[src/rtl/jtkicker_dwnld_if.sv]
// Purpose : bundles the ioctl download stream and the SDRAM write port of jtkicker_dwnld.
// Ports   : ioctl_addr/ioctl_data/ioctl_wr in, ioctl_busy back; sdram_req/addr/din/dsn out, sdram_ack back.
// Modports: master = the download translator (drives SDRAM side), slave = downloader + SDRAM controller.
interface jtkicker_dwnld_if #(
  parameter int AW = 22
);
  logic [AW-1:0] ioctl_addr;
  logic [7:0]    ioctl_data;
  logic          ioctl_wr;
  logic          ioctl_busy;
  logic          sdram_req;
  logic [AW-2:0] sdram_addr;
  logic [15:0]   sdram_din;
  logic [1:0]    sdram_dsn;
  logic          sdram_ack;

  modport master (
    input  ioctl_addr, ioctl_data, ioctl_wr, sdram_ack,
    output ioctl_busy, sdram_req, sdram_addr, sdram_din, sdram_dsn
  );

  modport slave (
    output ioctl_addr, ioctl_data, ioctl_wr, sdram_ack,
    input  ioctl_busy, sdram_req, sdram_addr, sdram_din, sdram_dsn
  );
endinterface

[src/rtl/jtkicker_dwnld.sv]
// Purpose : ROM download address translator (per-region bit permutation) feeding a small
//           write FIFO and a req/ack SDRAM byte-write engine.
// Latency : ioctl_wr in cycle N -> stage-1 N+1, FIFO N+2, sdram_req N+3 (when the engine is idle).
// Backpr. : ioctl_busy (registered, FIFO count >= DEPTH-1) leaves one slot for the stage-1 entry;
//           a push into a full FIFO drops the byte and sets the sticky overflow flag.
// Ports   : clk, rst_n (async active-low); region_start/region_mode tables; dwn_end level in;
//           bus (jtkicker_dwnld_if.master) carries ioctl stream and SDRAM write port;
//           overflow, dwn_done, sum out.
// Option  : define JTKICKER_DWNLD_SUM_EN to build the 16-bit byte checksum on sum; otherwise sum=0.
module jtkicker_dwnld #(
  parameter int AW      = 22,
  parameter int REGIONS = 4,
  parameter int DEPTH   = 4
)(
  input  logic                  clk,
  input  logic                  rst_n,
  input  logic [REGIONS*AW-1:0] region_start,
  input  logic [REGIONS*2-1:0]  region_mode,
  input  logic                  dwn_end,
  output logic                  overflow,
  output logic                  dwn_done,
  output logic [15:0]           sum,
  jtkicker_dwnld_if.master      bus
);
  localparam int PW = (DEPTH > 1) ? $clog2(DEPTH) : 1;
  localparam int CW = PW + 1;
  localparam logic [CW-1:0] FULL_CNT = CW'(DEPTH);
  localparam logic [CW-1:0] BUSY_CNT = CW'(DEPTH - 1);

  localparam logic [0:0] ST_IDLE = 1'b0;
  localparam logic [0:0] ST_WAIT = 1'b1;

  typedef struct packed {
    logic [AW-1:0] addr;
    logic [7:0]    data;
  } entry_t;

  // region 0 has an implicit start of 0, so its table slice carries no information
  logic unused_region0;
  assign unused_region0 = ^region_start[AW-1:0];

  // ---------------- region select + permutation ----------------
  logic [1:0]    sel_mode;
  logic [AW-1:0] pre;
  logic [AW-1:0] post;

  assign pre = bus.ioctl_addr;

  // ascending scan, later hits override: highest matching index wins on overlap
  always_comb begin
    sel_mode = region_mode[1:0];
    for (int i = 1; i < REGIONS; i++) begin
      if (pre >= region_start[i*AW +: AW]) sel_mode = region_mode[i*2 +: 2];
    end
  end

  always_comb begin
    post = pre;
    case (sel_mode)
      2'd1: begin
        post[0]   = ~pre[3];
        post[3:1] = pre[2:0];
      end
      2'd2: begin
        post[0]   = ~pre[3];
        post[1]   = ~pre[4];
        post[5:2] = {pre[5], pre[2:0]};
      end
      2'd3: post[0] = ~pre[0];
      default: ;
    endcase
  end

  // ---------------- state ----------------
  logic          s1_vld_q, s1_vld_d;
  entry_t        s1_q, s1_d;
  entry_t        mem_q [DEPTH];
  logic [PW-1:0] wr_ptr_q, wr_ptr_d;
  logic [PW-1:0] rd_ptr_q, rd_ptr_d;
  logic [CW-1:0] cnt_q, cnt_d;
  logic [0:0]    state_q, state_d;
  logic          req_q, req_d;
  logic [AW-2:0] addr_q, addr_d;
  logic [15:0]   din_q, din_d;
  logic [1:0]    dsn_q, dsn_d;
  logic          busy_q, busy_d;
  logic          ovf_q, ovf_d;
  logic          done_q, done_d;

  logic   push, pop, full, drop;
  entry_t head;

  assign head = mem_q[rd_ptr_q];
  assign full = (cnt_q == FULL_CNT);
  assign pop  = (state_q == ST_IDLE) && (cnt_q != '0);
  // a same-cycle pop frees the slot the push needs, so a full FIFO still accepts then
  assign push = s1_vld_q && (!full || pop);
  assign drop = s1_vld_q && full && !pop;

  always_comb begin
    s1_vld_d = bus.ioctl_wr;
    s1_d     = s1_q;
    if (bus.ioctl_wr) s1_d = '{addr: post, data: bus.ioctl_data};

    wr_ptr_d = push ? wr_ptr_q + 1'b1 : wr_ptr_q;
    rd_ptr_d = pop  ? rd_ptr_q + 1'b1 : rd_ptr_q;
    cnt_d    = cnt_q + CW'(push) - CW'(pop);

    state_d = state_q;
    req_d   = req_q;
    addr_d  = addr_q;
    din_d   = din_q;
    dsn_d   = dsn_q;
    case (state_q)
      ST_IDLE: begin
        if (pop) begin
          addr_d  = head.addr[AW-1:1];
          din_d   = {head.data, head.data};
          dsn_d   = head.addr[0] ? 2'b01 : 2'b10;
          req_d   = 1'b1;
          state_d = ST_WAIT;
        end
      end
      default: begin
        if (bus.sdram_ack) begin
          req_d   = 1'b0;
          state_d = ST_IDLE;
        end
      end
    endcase

    busy_d = (cnt_d >= BUSY_CNT);
    ovf_d  = ovf_q | drop;
    done_d = dwn_end && (cnt_q == '0) && !s1_vld_q && (state_q == ST_IDLE);
  end

  always_ff @(posedge clk or negedge rst_n) begin
    if (!rst_n) begin
      s1_vld_q <= 1'b0;
      s1_q     <= '0;
      wr_ptr_q <= '0;
      rd_ptr_q <= '0;
      cnt_q    <= '0;
      state_q  <= ST_IDLE;
      req_q    <= 1'b0;
      addr_q   <= '0;
      din_q    <= '0;
      dsn_q    <= 2'b11;
      busy_q   <= 1'b0;
      ovf_q    <= 1'b0;
      done_q   <= 1'b0;
    end else begin
      s1_vld_q <= s1_vld_d;
      s1_q     <= s1_d;
      wr_ptr_q <= wr_ptr_d;
      rd_ptr_q <= rd_ptr_d;
      cnt_q    <= cnt_d;
      state_q  <= state_d;
      req_q    <= req_d;
      addr_q   <= addr_d;
      din_q    <= din_d;
      dsn_q    <= dsn_d;
      busy_q   <= busy_d;
      ovf_q    <= ovf_d;
      done_q   <= done_d;
    end
  end

  // storage needs no reset: occupancy is tracked entirely by the pointers and count
  always_ff @(posedge clk) begin
    if (push) mem_q[wr_ptr_q] <= s1_q;
  end

`ifdef JTKICKER_DWNLD_SUM_EN
  logic [15:0] sum_q, sum_d;

  always_comb begin
    sum_d = sum_q;
    if (push) sum_d = sum_q + {8'd0, s1_q.data};
  end

  always_ff @(posedge clk or negedge rst_n) begin
    if (!rst_n) sum_q <= '0;
    else        sum_q <= sum_d;
  end

  assign sum = sum_q;
`else
  assign sum = 16'd0;
`endif

  assign bus.sdram_req  = req_q;
  assign bus.sdram_addr = addr_q;
  assign bus.sdram_din  = din_q;
  assign bus.sdram_dsn  = dsn_q;
  assign bus.ioctl_busy = busy_q;
  assign overflow       = ovf_q;
  assign dwn_done       = done_q;
endmodule

[src/flat_wrapper.sv]
// flat-port wrapper written by rule: the top's interface ports become plain ports
module jtkicker_dwnld_flat 
#(
  parameter int AW      = 22,
  parameter int REGIONS = 4,
  parameter int DEPTH   = 4
)
  (clk, rst_n, region_start, region_mode, dwn_end, overflow, dwn_done, sum, bus_ioctl_addr, bus_ioctl_data, bus_ioctl_wr, bus_sdram_ack, bus_ioctl_busy, bus_sdram_req, bus_sdram_addr, bus_sdram_din, bus_sdram_dsn);
  jtkicker_dwnld_if #(.AW(AW)) bus_i ();
  input  logic clk;
  input  logic rst_n;
  input  logic [REGIONS*AW-1:0] region_start;
  input  logic [REGIONS*2-1:0] region_mode;
  input  logic dwn_end;
  output logic overflow;
  output logic dwn_done;
  output logic [15:0] sum;
  input wire logic [$bits(bus_i.ioctl_addr)-1:0] bus_ioctl_addr;
  input wire logic [$bits(bus_i.ioctl_data)-1:0] bus_ioctl_data;
  input wire logic [$bits(bus_i.ioctl_wr)-1:0] bus_ioctl_wr;
  input wire logic [$bits(bus_i.sdram_ack)-1:0] bus_sdram_ack;
  output wire logic [$bits(bus_i.ioctl_busy)-1:0] bus_ioctl_busy;
  output wire logic [$bits(bus_i.sdram_req)-1:0] bus_sdram_req;
  output wire logic [$bits(bus_i.sdram_addr)-1:0] bus_sdram_addr;
  output wire logic [$bits(bus_i.sdram_din)-1:0] bus_sdram_din;
  output wire logic [$bits(bus_i.sdram_dsn)-1:0] bus_sdram_dsn;
  assign bus_i.ioctl_addr = bus_ioctl_addr;
  assign bus_i.ioctl_data = bus_ioctl_data;
  assign bus_i.ioctl_wr = bus_ioctl_wr;
  assign bus_i.sdram_ack = bus_sdram_ack;
  assign bus_ioctl_busy = bus_i.ioctl_busy;
  assign bus_sdram_req = bus_i.sdram_req;
  assign bus_sdram_addr = bus_i.sdram_addr;
  assign bus_sdram_din = bus_i.sdram_din;
  assign bus_sdram_dsn = bus_i.sdram_dsn;
  jtkicker_dwnld #(.AW(AW), .REGIONS(REGIONS), .DEPTH(DEPTH)) u_core (.clk(clk), .rst_n(rst_n), .region_start(region_start), .region_mode(region_mode), .dwn_end(dwn_end), .overflow(overflow), .dwn_done(dwn_done), .sum(sum), .bus(bus_i));
endmodule
[config.mk]
export PLATFORM = sky130hd
export DESIGN_NAME = jtkicker_dwnld_flat
export DESIGN_NICKNAME = d
export VERILOG_FILES = /design/src/rtl/jtkicker_dwnld_if.sv /design/src/rtl/jtkicker_dwnld.sv /design/src/flat_wrapper.sv
export SDC_FILE = /design/constraint.sdc
export NUM_CORES = 1
export LEC_CHECK = 0
export BUFFER_PORTS_ARGS = -buffer_cell sky130_fd_sc_hd__buf_2
export CAP_MARGIN = 20
export CORE_UTILIZATION = 50
export CTS_BUF_LIST = sky130_fd_sc_hd__clkbuf_16
export CTS_CLUSTER_SIZE = 20
export DETAILED_ROUTE_END_ITERATION = 6
export GPL_TIMING_DRIVEN = 0
export PLACE_DENSITY_LB_ADDON = 0.12
export SKIP_LAST_GASP = 1
export SLEW_MARGIN = 20
export SYNTH_ARGS = -nofsm -noshare
export SYNTH_HDL_FRONTEND = slang
export SYNTH_SLANG_ARGS = --single-unit
[constraint.sdc]
create_clock -name clk -period 2.6 [get_ports clk]
set_input_delay 0.39 -clock clk [delete_from_list [all_inputs] [get_ports clk]]
set_output_delay 0.39 -clock clk [all_outputs]
set_load 0.02 [all_outputs]
Word-level counts from Yosys, hierarchy flattened
Memory sizes are Yosys's and may differ from the RTL's. Cells that the tools add are included.

Output and inout port bits: 59. Input port bits: 131. Register bits after elaboration: 82. Bits in writable memories: 120. Memories: 1.

Memories: u_core.mem_q (depth 4, width 30, rd ports 1, clocked after memory_dff 0, write ports 1, RTL line jtkicker_dwnld.sv:77) `entry_t mem_q [DEPTH];`.

Add/sub/neg operators: 4. Bitwise logic cells: 5. Reduce and logical (&&, ||, !) cells: 17. Magnitude comparators: 4. Eq/ne operators: 5. Mux-type cells: 15.

Operators with widths (number): 22-bit >= comparator (3); 1-bit two-way mux (9); 2-bit two-way mux (4); 1-bit logical AND (7); 3-bit case mux with 2 select lines (1); 2-bit by 1-bit adder with 2-bit output (second input constant) (2); 2-bit equality test (second input constant) (2); 1-bit inverter (4); 2-bit AND reduction (2); 3-bit by 1-bit adder with 3-bit output (1); 3-bit equality test (second input constant) (1); 3-bit by 2-bit >= comparator with 1-bit output (second input constant) (1); 1-bit zero test (3); 3-bit zero test (1); 3-bit nonzero test (1); 3-bit by 1-bit subtractor with 3-bit output (1); 2-bit by 1-bit equality test with 1-bit output (second input constant) (1); 2-bit inequality test (second input constant) (1); 1-bit case mux with 2 select lines (1); 2-bit nonzero test (1); 2-bit OR reduction (1); 1-bit logical OR (1); 1-bit bitwise OR (1).

Longest topological paths before layout
Gate-level depths: netlist of the first run.

Depth after elaboration: 7. Mapped depth: 14. Mapped depth without buffers: 14.

Worst setup path after synthesis of the first run
No wires, ideal clock.

Kind: input-to-reg. From: in bus_ioctl_addr[0]. To: reg u_core.s1_q[8] (netlist bit). Buffers on the path: 0. Stages: 14. Setup slack: -0.429 ns. Data arrival time: 2.904 ns. Data required time: 2.475 ns. Setup time: 0.125 ns. Cell sequence: inv_1 > ha_1 > nand2b_1 > nand3_1 > a21oi_1 > a2111oi_0 > o41ai_1 > a21oi_2 > mux2_2 > ha_1 > nor2_1 > a21oi_1 > o21ai_0 > mux2_2.

Cells in the longest elaborated chain, start to end: 7. Elaborated cells on any way between the ends: 12. Those cells by class: order compare (3); eq/ne (3); mux (4); bitwise (1); reduce/logical (1).

RTL lines: start, declared (RTL line flat_wrapper.sv:18) `input wire logic [$bits(bus_i.ioctl_addr)-1:0] bus_ioctl_addr;`; 22-bit >= comparator (RTL line jtkicker_dwnld.sv:53) `if (pre >= region_start[i*AW +: AW]) sel_mode = region_mode[i*2 +: 2];`; 2-bit two-way mux (3 in series) (RTL line jtkicker_dwnld.sv:53); 2-bit by 1-bit equality test with 1-bit output / 2-bit equality test (equally long branches) (RTL line jtkicker_dwnld.sv:59) `case (sel_mode)`; 2-bit OR reduction (no line); 1-bit case mux with 2 select lines (*) (RTL line jtkicker_dwnld.sv:59); end signal, assigned (RTL line jtkicker_dwnld.sv:140) `s1_q <= '0;`; end signal, assigned (RTL line jtkicker_dwnld.sv:154) `s1_q <= s1_d;`; end, declared (RTL line jtkicker_dwnld.sv:76) `entry_t s1_q, s1_d;`.

Every way passes the cells marked *; elsewhere a longest branch is shown, timed or not. A chain may end at the register's enable or synchronous reset.

Final worst setup path of the first run
From: in bus_ioctl_addr[7]. To: reg u_core.s1_q[9] (netlist bit).

Cells in the longest elaborated chain, start to end: 6. Elaborated cells on any way between the ends: 9. Those cells by class: order compare (3); eq/ne (2); mux (4).

RTL lines (RTL line): 22-bit >= comparator (jtkicker_dwnld.sv:53); 2-bit two-way mux (2 in series) (jtkicker_dwnld.sv:53); 2-bit two-way mux (*) (jtkicker_dwnld.sv:53); 2-bit equality test / 2-bit by 1-bit equality test with 1-bit output (equally long branches) (jtkicker_dwnld.sv:59); 3-bit case mux with 2 select lines (*) (jtkicker_dwnld.sv:59).

Marks and branches as above.

==> metrics, run 1 <==
outcome complete, but fails checks; violations in the final reports setup timing; worst-margin pin slew approximately 0.8 ns; sequential-to-total area share from yosys stat between 50 and 60%; Clock Power Share 22.1%; Slowest cell on crit path a2111oi_4; Num CTS Buffers 17; Setup Skew roughly 0.013 ns; initial antenna violation count 0; Final period util 106%; first-pass GRT wire length between 20 and 30 mm; Critical Path Fanout Max 4; Detailed Place HPWL roughly 14 mm; pre-CTS setup slack -0.822 ns; smallest setup slack after layout -0.154 ns; syn_area_per_cell around 15 um2; Cells after Synth 621; Top FF cell, synth edfxtp_1; cell taking the most area after synthesis edfxtp_1; CP Cell Sequence buf_4 > ha_4 > o21a_1 > o21bai_4 > a2111oi_4 > a221oi_2 > buf_4 > a31oi_2 > a21oi_2 > mux2_4 > ha_4 > a22oi_2 > o21ai_2 > mux2_4; # diodes 0; Layout area overhead 30.1%; Pre-Repair DR Iteration Count 4; DR vias/cell about 5.3; #FFs+latches synth between 150 and 200; Finish-stage setup viols 4; Seq pwr share 42.2%; Buf/Inv on CP 2; I/O pin count 190; worst rel slew slack a little under half; vias in the first global route approximately 6000; Final Util between 60% and 70%; max_cap viols 0; internal power 7.39 mW; Gate power share a little over a third; RSZ-0062 raised after global routing true; minimum clock period roughly 2.8 ns; most common cell after layout, fill and taps aside buf_2; Hold Path Class in -> reg; Worst EP required ~2.9 ns; GR Overflow Total 0; GPL Wtd Cong around 0.90; FF/Latch Area 0.00546 mm2; Hold Path Origin bus_sdram_ack; Yosys cell types 46; Detail Route Antenna Nets 0; CTS max path bufs 2; ratio of cells with drive above 1 in the final layout between 40% and 50%; Critical Path End Type flop; Final #Nets about 1000; routed length per instance around 18 um; clk sinks 194; Arr. time, crit path roughly 3.1 ns; Syn Std Cell Area 0.00920 mm2; Vias 5720; net switching power ~3.4 mW; Setup CP Type in -> reg; GRT Util Overall roughly a fifth; EDFF count, synth between 100 and 150; buffers added on ports roughly 150; most frequent cells in the layout buf_2, edfxtp_1, dfrtp_1; leakage power between 5 and 6 nW; Worst IR Drop VDD between 0.6 and 0.7 mV; Slew Viols, Final 0; die area roughly 0.019 mm2; die width about 140 um; largest net degree at the start of global routing 51; largest cells by area after synthesis edfxtp_1, dfrtp_1, ha_1, mux2_2, mux4_2; later-pin clock latency in the skew report about 0.42 ns; Fill cells around 1300; R2R setup slack 0.13 ns; Net Sw Frac roughly a third; Core Area around 0.018 mm2; initial core utilization 51.1%; FF-to-FF Start u_core.cnt_q[1]; multi-input logic area 0.00400 mm2; # H-tree levels 4; critical path launch point bus_ioctl_addr[7]; Die Ht between 100 and 150 um; Routed Wire Length 19.5 mm; First DRT Iteration DRCs between 200 and 300; PD cells around 900 mW/mm2; Max Fclk around 360 MHz; CTS clk-pin slew, worst paths ~0.060 ns; Rows between 40 and 50; clock root cell clkbuf_16; Worst setup SP type input pin; DRC 0; CTS tree yes; Syn. warnings 0; Synth top area share 39.2%; Async SR Flop Fraction 38.1%; CP delay by family, top compound AO/OA/AOI/OAI gates; final hold vios 0; Largest stage delay, worst path about 0.35 ns
sequential cells by signal, summed over array words and instances (netlist names):
name,flops
u_core.bus.sdram_req,1
u_core.wr_ptr_q,2
u_core.s1_vld_q,1
u_core.s1_q,30
u_core.overflow,1
u_core.bus.sdram_addr,21
u_core.bus.sdram_din,8
u_core.rd_ptr_q,2
u_core.bus.ioctl_busy,1
u_core.mem_q,120
u_core.cnt_q,3
u_core.dwn_done,1
u_core.state_q,1
u_core.bus.sdram_dsn,2
per-stage QoR:
stage / TNS, ns / std cells / power, mW / area [um2] / hold WS (ns)
after floorplan: -0.458 / 636 / 7.03 / 9400 / 0.0944
after global placement: -31.50 / 1016 / 7.99 / 10400 / 0.445
after detailed placement: -4.06 / 1021 / 8.27 / 10600 / 0.329
after CTS: -0.113 / 1061 / 10.8 / 11500 / 0.142
after global routing: -0.736 / 1071 / 11.4 / 12000 / 0.147
final: -0.505 / 1071 / 10.8 / 12000 / 0.168
timing repair:
| action | 4_1_cts | 5_1_grt |
|---|---|---|
| buffers inserted | 7 | 11 |
| endpoints found under the hold margin | 24 | 0 |
| pin swaps | 22 | 34 |
| endpoints found under the setup margin | 8 | 5 |
| gates resized for setup | 65 | 65 |
| hold buffers | 1 | 0 |
layer usage:
layer	global-route usage [%]	wire [um]	vias to the layer above
met4	9.04	495	0
li1	-	-	2684
met1	25.4	8060	2838
met3	4.34	909	31
met5	0	0	-
met2	37.0	10100	167
power groups by stage:
| stage | combinational (mW) | clock [mW] | sequential [mW] |
|---|---|---|---|
| final | 3.86 | 2.39 | 4.57 |
| after global placement | 3.41 | 0 | 4.58 |
| after detailed placement | 3.66 | 0 | 4.62 |
| after global routing | 4.21 | 2.56 | 4.66 |
| after floorplan | 2.16 | 0 | 4.86 |
| after CTS | 3.79 | 2.44 | 4.56 |
Yosys cell counts (3+ instances only):
cell      instances
nor2_1           12
clkbuf_1          5
o21ai_0          14
and2_1            4
a21o_1           11
xnor2_1           4
a22oi_1           5
nand2_1          19
mux2_2           60
a21oi_1          27
nand3_1           3
nand4_1          11
inv_1            75
buf_1             3
buf_4            24
mux4_2           30
dfrtp_1          72
a31oi_1           3
nand2b_1          3
buf_2             6
ha_1             76
mux2i_1           4
edfxtp_1        120
nor3_1            3
path summary, 6_finish.rpt:
path | cells after the start | to
min in group asynchronous | 2 | u_core.s1_q[3]
hold reg to reg | 2 | u_core.bus.sdram_dsn[0]
setup reg to reg | 10 | u_core.bus.ioctl_busy
max in group asynchronous | 3 | u_core.bus.sdram_dsn[0]
hold / removal | 2 | u_core.bus.sdram_req
setup / recovery | 14 | u_core.s1_q[9]
layout make-up:
class	instances	area share, %
Inverter	75	2.58
Clock buffer	17	3.55
Tap cell	229	2.39
Buffer	37	2.00
Clock inverter	15	0.992
Sequential cell	194	45.6
Multi-Input combinational cell	329	33.4
Timing Repair Buffer	175	9.57
cells by family after synthesis:
kind of cell	after synthesis	share of synthesized area [%]
flip-flops	194	59.3
XOR/XNOR	5	0.476
multiplexers	94	15.1
other	1	0.0407
adder cells (fa/ha/maj)	77	10.5
buffers and inverters	113	5.67
AO/OA/AOI/OAI	80	5.83
AND/OR/NAND/NOR	57	3.02
Power figures use the tool's default switching activity.
==> inputs of run 2 (changes only) <==
--- a/config.mk
+++ b/config.mk
@@ -8,7 +8,6 @@
 export BUFFER_PORTS_ARGS = -buffer_cell sky130_fd_sc_hd__buf_2
 export CAP_MARGIN = 20
 export CORE_UTILIZATION = 50
-export CTS_BUF_LIST = sky130_fd_sc_hd__clkbuf_16
 export CTS_CLUSTER_SIZE = 20
 export DETAILED_ROUTE_END_ITERATION = 6
 export GPL_TIMING_DRIVEN = 0
==> run 2 against run 1 <==
  * The flow still finishes with violations (setup timing)
  * Core utilization unchanged
  * Sequential share of layout area is the same
  * Flip-flop and latch count unchanged
  * Critical path type unchanged
  * Critical endpoint unchanged
  * Largest cell class unchanged
  * Largest power group unchanged
==> metrics, run 2 (synthesis gave the netlist of run 1 again) <==
Detail Route Antenna Nets 0 (unchanged); later-pin clock latency in the skew report 0.42 ns (about the same); Top Usage Layer GRT met2; Finish-stage setup viols 4 (unchanged); buffers added on ports 151 (unchanged); outcome complete, but fails checks; First DRT Iteration DRCs 288 (unchanged); R2R Path End u_core.bus.ioctl_busy; most common cell after layout, fill and taps aside buf_2; ratio of cells with drive above 1 in the final layout 49.4% (unchanged); leakage power 5.06 nW (-0.25%); final hold vios 0 (unchanged); CTS max path bufs 2 (unchanged); I/O pin count 190 (unchanged); hold-critical path depth 2 (unchanged); routed length per instance 18.2 um (unchanged); Tot Pwr 10.8 mW (+0.10%); worst rel slew slack 46.7% (unchanged); met2 Use GR 37.0% (unchanged); Hold Path Class in -> reg; Critical Path Fanout Max 4 (unchanged); met1 usage 25.4% (unchanged); WHS Endpoint u_core.bus.sdram_req; Setup Skew 0.0125 ns (-0.0000805 ns); Num CTS Buffers 17 (unchanged); Die Ht 138 um (unchanged); vias in the first global route 5989 (unchanged); initial antenna violation count 0 (unchanged); DRC 0 (unchanged); FF-to-FF Start u_core.cnt_q[1]; worst-margin pin slew 0.799 ns (unchanged); PD cells 904 mW/mm2 (+0.10%); max_cap viols 0 (unchanged); clk sinks 194 (unchanged); Rows 49 (unchanged); Fin Hold WS 0.168 ns (+0.00000700 ns); Arr. time, crit path 3.06 ns (about the same); GRT Util Overall 21.2% (unchanged); Vias 5720 (unchanged); Post-Place Cells 1021 (unchanged); GPL Wtd Cong 0.895 (unchanged); minimum clock period 2.75 ns (+0.00000700 ns); Core Area 0.0180 mm2 (unchanged); largest net degree at the start of global routing 51 (unchanged); reg2reg path depth 10 (unchanged); met3 Use GR 4.34% (unchanged); Pre-Repair DR Iteration Count 4 (unchanged); DR vias/cell 5.34 (unchanged); Final #Nets 1037 (unchanged); Largest Register u_core.mem_q; Layout area overhead 30.1% (unchanged); Worst IR Drop VDD 0.673 mV (about the same); Worst setup SP type input pin; GR Overflow Total 0 (unchanged); # diodes 0 (unchanged); Max Fclk 363 MHz (about the same); smallest setup slack after layout -0.154 ns (-0.00000700 ns); die area 0.0190 mm2 (unchanged); CTS tree yes; Routed Wire Length 19.5 mm (unchanged); most frequent cells in the layout buf_2, edfxtp_1, dfrtp_1; CTS clk-pin slew, worst paths 0.06 ns (about the same); Finished Layout Cells 1071 (unchanged); Critical Path End Type flop; Worst EP required 2.90 ns (about the same); max reg flops 120 (unchanged); initial core utilization 51.1% (unchanged); Final period util 106% (about the same); RSZ-0062 raised after global routing true; Slew Viols, Final 0 (unchanged); R2R setup slack 0.13 ns (about the same); clock root cell clkbuf_16; Setup CP Type in -> reg; Hold Path Origin bus_sdram_ack; Detailed Place HPWL 13.8 mm (unchanged); first-pass GRT wire length 29.5 mm (unchanged); die width 138 um (unchanged); violations in the final reports setup timing; # H-tree levels 4 (unchanged)
==> run 2: cell types whose count changed in the layout (fill, tap and decap cells not counted), sizes merged <==
cell / change
clkbuf: +3
inv: -3
==> run 2: critical path, cell delays in order <==
cell and delay (ns):
buf_4 0.15, ha_4 0.27, o21a_1 0.16, o21bai_4 0.09
a2111oi_4 0.35, a221oi_2 0.13, buf_4 0.16, a31oi_2 0.23
a21oi_2 0.11, mux2_4 0.30, ha_4 0.18, a22oi_2 0.19
o21ai_2 0.08, mux2_4 0.25
==> run 2: how the worst max path moves through the flow <==
stage	from	to	slack [ns]	depth (start not counted)
CTS	bus_ioctl_addr[19]	u_core.s1_q[8]	-0.09	14
floorplan	region_start[28]	u_core.s1_q[8]	-0.13	14
detailed placement	region_start[28]	u_core.s1_q[8]	-0.82	15
global route	bus_ioctl_addr[21]	u_core.s1_q[9]	-0.19	13
finish	bus_ioctl_addr[7]	u_core.s1_q[9]	-0.15	14
global placement	region_start[28]	u_core.s1_q[8]	-0.73	15
==> run 2: power by group <==
group	internal, mW	switching [mW]	total, mW
Clock	1.32	1.08	2.40
Combinational	1.89	1.97	3.86
Sequential	4.19	0.380	4.57
Total	7.40	3.43	10.8
==> run 2: repair_timing <==
action                                 4_1_cts  5_1_grt
pin swaps                                   22       34
setup endpoints to repair                    8        5
endpoints found under the hold margin       24        0
hold buffers                                 1        0
gates resized for setup                     65       65
setup buffers                                7       11
==> run 2: layout make-up <==
cell class / instances / area, um2
fillers: 1305 / 6050
flip-flops and latches: 194 / 5460
multi-input cells: 329 / 4000
repair buffers: 175 / 1150
clock buffers: 20 / 437
inverters: 75 / 309
well taps: 229 / 287
plain buffers: 37 / 239
clock inverters: 12 / 108
==> run 2: metrics by stage <==
stage	setup slack (ns)	instance area (um2)	utilization (%)	TNS, ns
floorplan	-0.134	9400	-	-0.458
global placement	-0.726	10400	57.9	-31.50
detailed placement	-0.822	10600	58.8	-4.06
CTS	-0.0916	11500	64.0	-0.113
global route	-0.195	12000	66.5	-0.736
finish	-0.154	12000	66.5	-0.505
==> run 2: per-layer routing <==
layer | share of wire, % | up-vias | routed length (um)
met2 | 52 | 167 | 10100
li1 | - | 2684 | -
met1 | 41 | 2838 | 8060
met3 | 4.7 | 31 | 909
met5 | 0 | - | 0
met4 | 2.5 | 0 | 495
==> inputs of run 3 (changes only) <==
--- a/config.mk
+++ b/config.mk
@@ -11,7 +11,7 @@
 export CTS_CLUSTER_SIZE = 20
 export DETAILED_ROUTE_END_ITERATION = 6
 export GPL_TIMING_DRIVEN = 0
-export PLACE_DENSITY_LB_ADDON = 0.12
+export PLACE_DENSITY = 0.77
 export SKIP_LAST_GASP = 1
 export SLEW_MARGIN = 20
 export SYNTH_ARGS = -nofsm -noshare
==> run 3 against run 2 <==
  * The run still ends with setup timing left
  * Die area unchanged
  * Register-to-register slack better by 0.02 ns
  * Critical path type unchanged
  * Clock skew fell by 0.0048 ns
==> metrics, run 3 (synthesis gave the netlist of run 1 again) <==
outcome complete, but fails checks; violations in the final reports setup timing; later-pin clock latency in the skew report 0.42 ns (about the same); initial antenna violation count 0 (unchanged); Die Ht 138 um (unchanged); CP Cell Sequence buf_2 > inv_2 > ha_4 > nand4_1 > buf_4 > a21oi_4 > a2111oi_4 > o41ai_4 > a21oi_4 > mux2_4 > buf_4 > ha_1 > a21oi_2 > o21ai_2 > mux2_4; Critical Path End Type flop; CTS tree yes; Setup Skew 0.00769 ns (-0.00484 ns); Detail Route Antenna Nets 0 (unchanged); Detailed Place HPWL 13.3 mm (-3.6%); routed length per instance 18.2 um (about the same); Largest stage delay, worst path 0.39 ns (+0.04 ns); worst-margin pin slew 0.787 ns (-0.0124 ns); Final #Nets 1036 (-0.096%); clock root cell clkbuf_16; clk sinks 194 (unchanged); max reg flops 120 (unchanged); die width 138 um (unchanged); most common cell after layout, fill and taps aside buf_2; Rows 49 (unchanged); Core Area 0.0180 mm2 (unchanged); smallest setup slack after layout -0.206 ns (-0.0521 ns); GRT Util Overall 21.7% (+0.51 points); Vias 5649 (-1.2%); Num CTS Buffers 17 (unchanged); Arr. time, crit path 3.11 ns (+0.05 ns); buffers added on ports 151 (unchanged); CTS clk-pin slew, worst paths 0.07 ns (about the same); Slowest cell on crit path a2111oi_4; worst rel slew slack 47.6% (+0.83 points); # diodes 0 (unchanged); Critical Path Fanout Max 3 (-1); Max Fclk 356 MHz (-1.9%); # H-tree levels 4 (unchanged); GR Overflow Total 0 (unchanged); PD cells 929 mW/mm2 (+2.7%); Non-Filler Cell Area, Final 0.0118 mm2 (-1.1%); dpl cell area 0.0106 mm2 (unchanged); CP delay by family, top compound AO/OA/AOI/OAI gates; vias in the first global route 5747 (-4.0%); Final period util 108% (+2.0 points); Setup CP Type in -> reg; leakage power 5.07 nW (+0.11%); most frequent cells in the layout buf_2, edfxtp_1, dfrtp_1; DR vias/cell 5.28 (-1.1%); die area 0.0190 mm2 (unchanged); Finish-stage setup viols 4 (unchanged); max_cap viols 0 (unchanged); I/O pin count 190 (unchanged); Slew Viols, Final 0 (unchanged); Pre-Repair DR Iteration Count 4 (unchanged); Worst IR Drop VDD 0.676 mV (+0.36%); DRC 0 (unchanged); GPL Wtd Cong 0.783 (-13%); ratio of cells with drive above 1 in the final layout 47.3% (-2.1 points); Hold Path Class in -> reg; final hold vios 0 (unchanged); largest net degree at the start of global routing 46 (-9.8%); first-pass GRT wire length 30.2 mm (+2.4%); Largest Register u_core.mem_q; Worst setup SP type input pin; pre-CTS setup slack -0.863 ns (-0.0411 ns); minimum clock period 2.81 ns (+0.0521 ns); Buf/Inv on CP 4 (+2); CTS max path bufs 2 (unchanged); Layout area overhead 28.6%; Routed Wire Length 19.5 mm (-0.14%); First DRT Iteration DRCs 357 (+24%); Worst EP required 2.91 ns (about the same); RSZ-0062 raised after global routing true; initial core utilization 51.1% (unchanged)
run 3: repair_timing:
item | 4_1_cts | 5_1_grt
setup buffers | 9 | 7
setup endpoints to repair | 7 | 6
gates cloned | 0 | 0
hold buffers | 1 | 0
endpoints found under the hold margin | 29 | 0
gates resized for setup | 62 | 39
pin swaps | 22 | 31
run 3: worst paths after layout:
kind                       cells after the start  slack [ns]                  endpoint              from
hold reg to reg                                1        0.46           u_core.overflow   u_core.overflow
setup / recovery                              15       -0.21            u_core.s1_q[8]  region_start[79]
setup reg to reg                              10        0.15     u_core.bus.ioctl_busy   u_core.cnt_q[1]
min in group asynchronous                      2        0.45  u_core.bus.sdram_din[11]             rst_n
max in group asynchronous                      3        1.52   u_core.bus.sdram_dsn[0]             rst_n
hold / removal                                 2        0.15      u_core.bus.sdram_req     bus_sdram_ack
run 3: where the power goes:
group | internal (mW) | leakage, nW | switching (mW)
logic | 1.83 | 2.81 | 1.98
clock network | 1.44 | 0.296 | 1.18
registers | 4.19 | 1.97 | 0.380
run 3: through the flow:
| step | hold slack, ns | util (%) | setup TNS (ns) | total power, mW | std cells |
|---|---|---|---|---|---|
| 2_1_floorplan | 0.0944 | - | -0.458 | 7.03 | 636 |
| 3_3_place_gp | 0.450 | 57.9 | -32.43 | 8.00 | 1016 |
| 3_5_place_dp | 0.365 | 58.8 | -4.13 | 8.24 | 1021 |
| 4_1_cts | 0.137 | 64.3 | -0.328 | 11.0 | 1063 |
| 5_1_grt | 0.139 | 65.7 | -0.815 | 11.6 | 1070 |
| 6_report | 0.149 | 65.7 | -0.606 | 11.0 | 1070 |
run 3: layout make-up:
cell class                      instances  area, um2
Buffer                                 38        243
Clock buffer                           19        464
Clock inverter                         13        138
Fill cell                            1280       6180
Inverter                               75        304
Multi-Input combinational cell        329       3840
Sequential cell                       194       5460
Tap cell                              229        287
Timing Repair Buffer                  173       1100
run 3: layer usage:
metal	vias to the layer above	GRT usage [%]	routed length, um
met5	-	0	0
met4	0	6.65	386
met3	22	3.86	957
met2	192	37.4	9770
met1	2752	27.9	8400
li1	2683	-	-
run 3: worst reg2reg max path: stages (launching register included):
cell and delay, ns:
dfrtp_1 0.42, nor3_4 0.28, nor2_4 0.11, buf_4 0.21, ha_1 0.28, inv_1 0.04, ha_1 0.18, fa_1 0.37
xnor2_1 0.19, xnor2_1 0.10, a21o_1 0.15
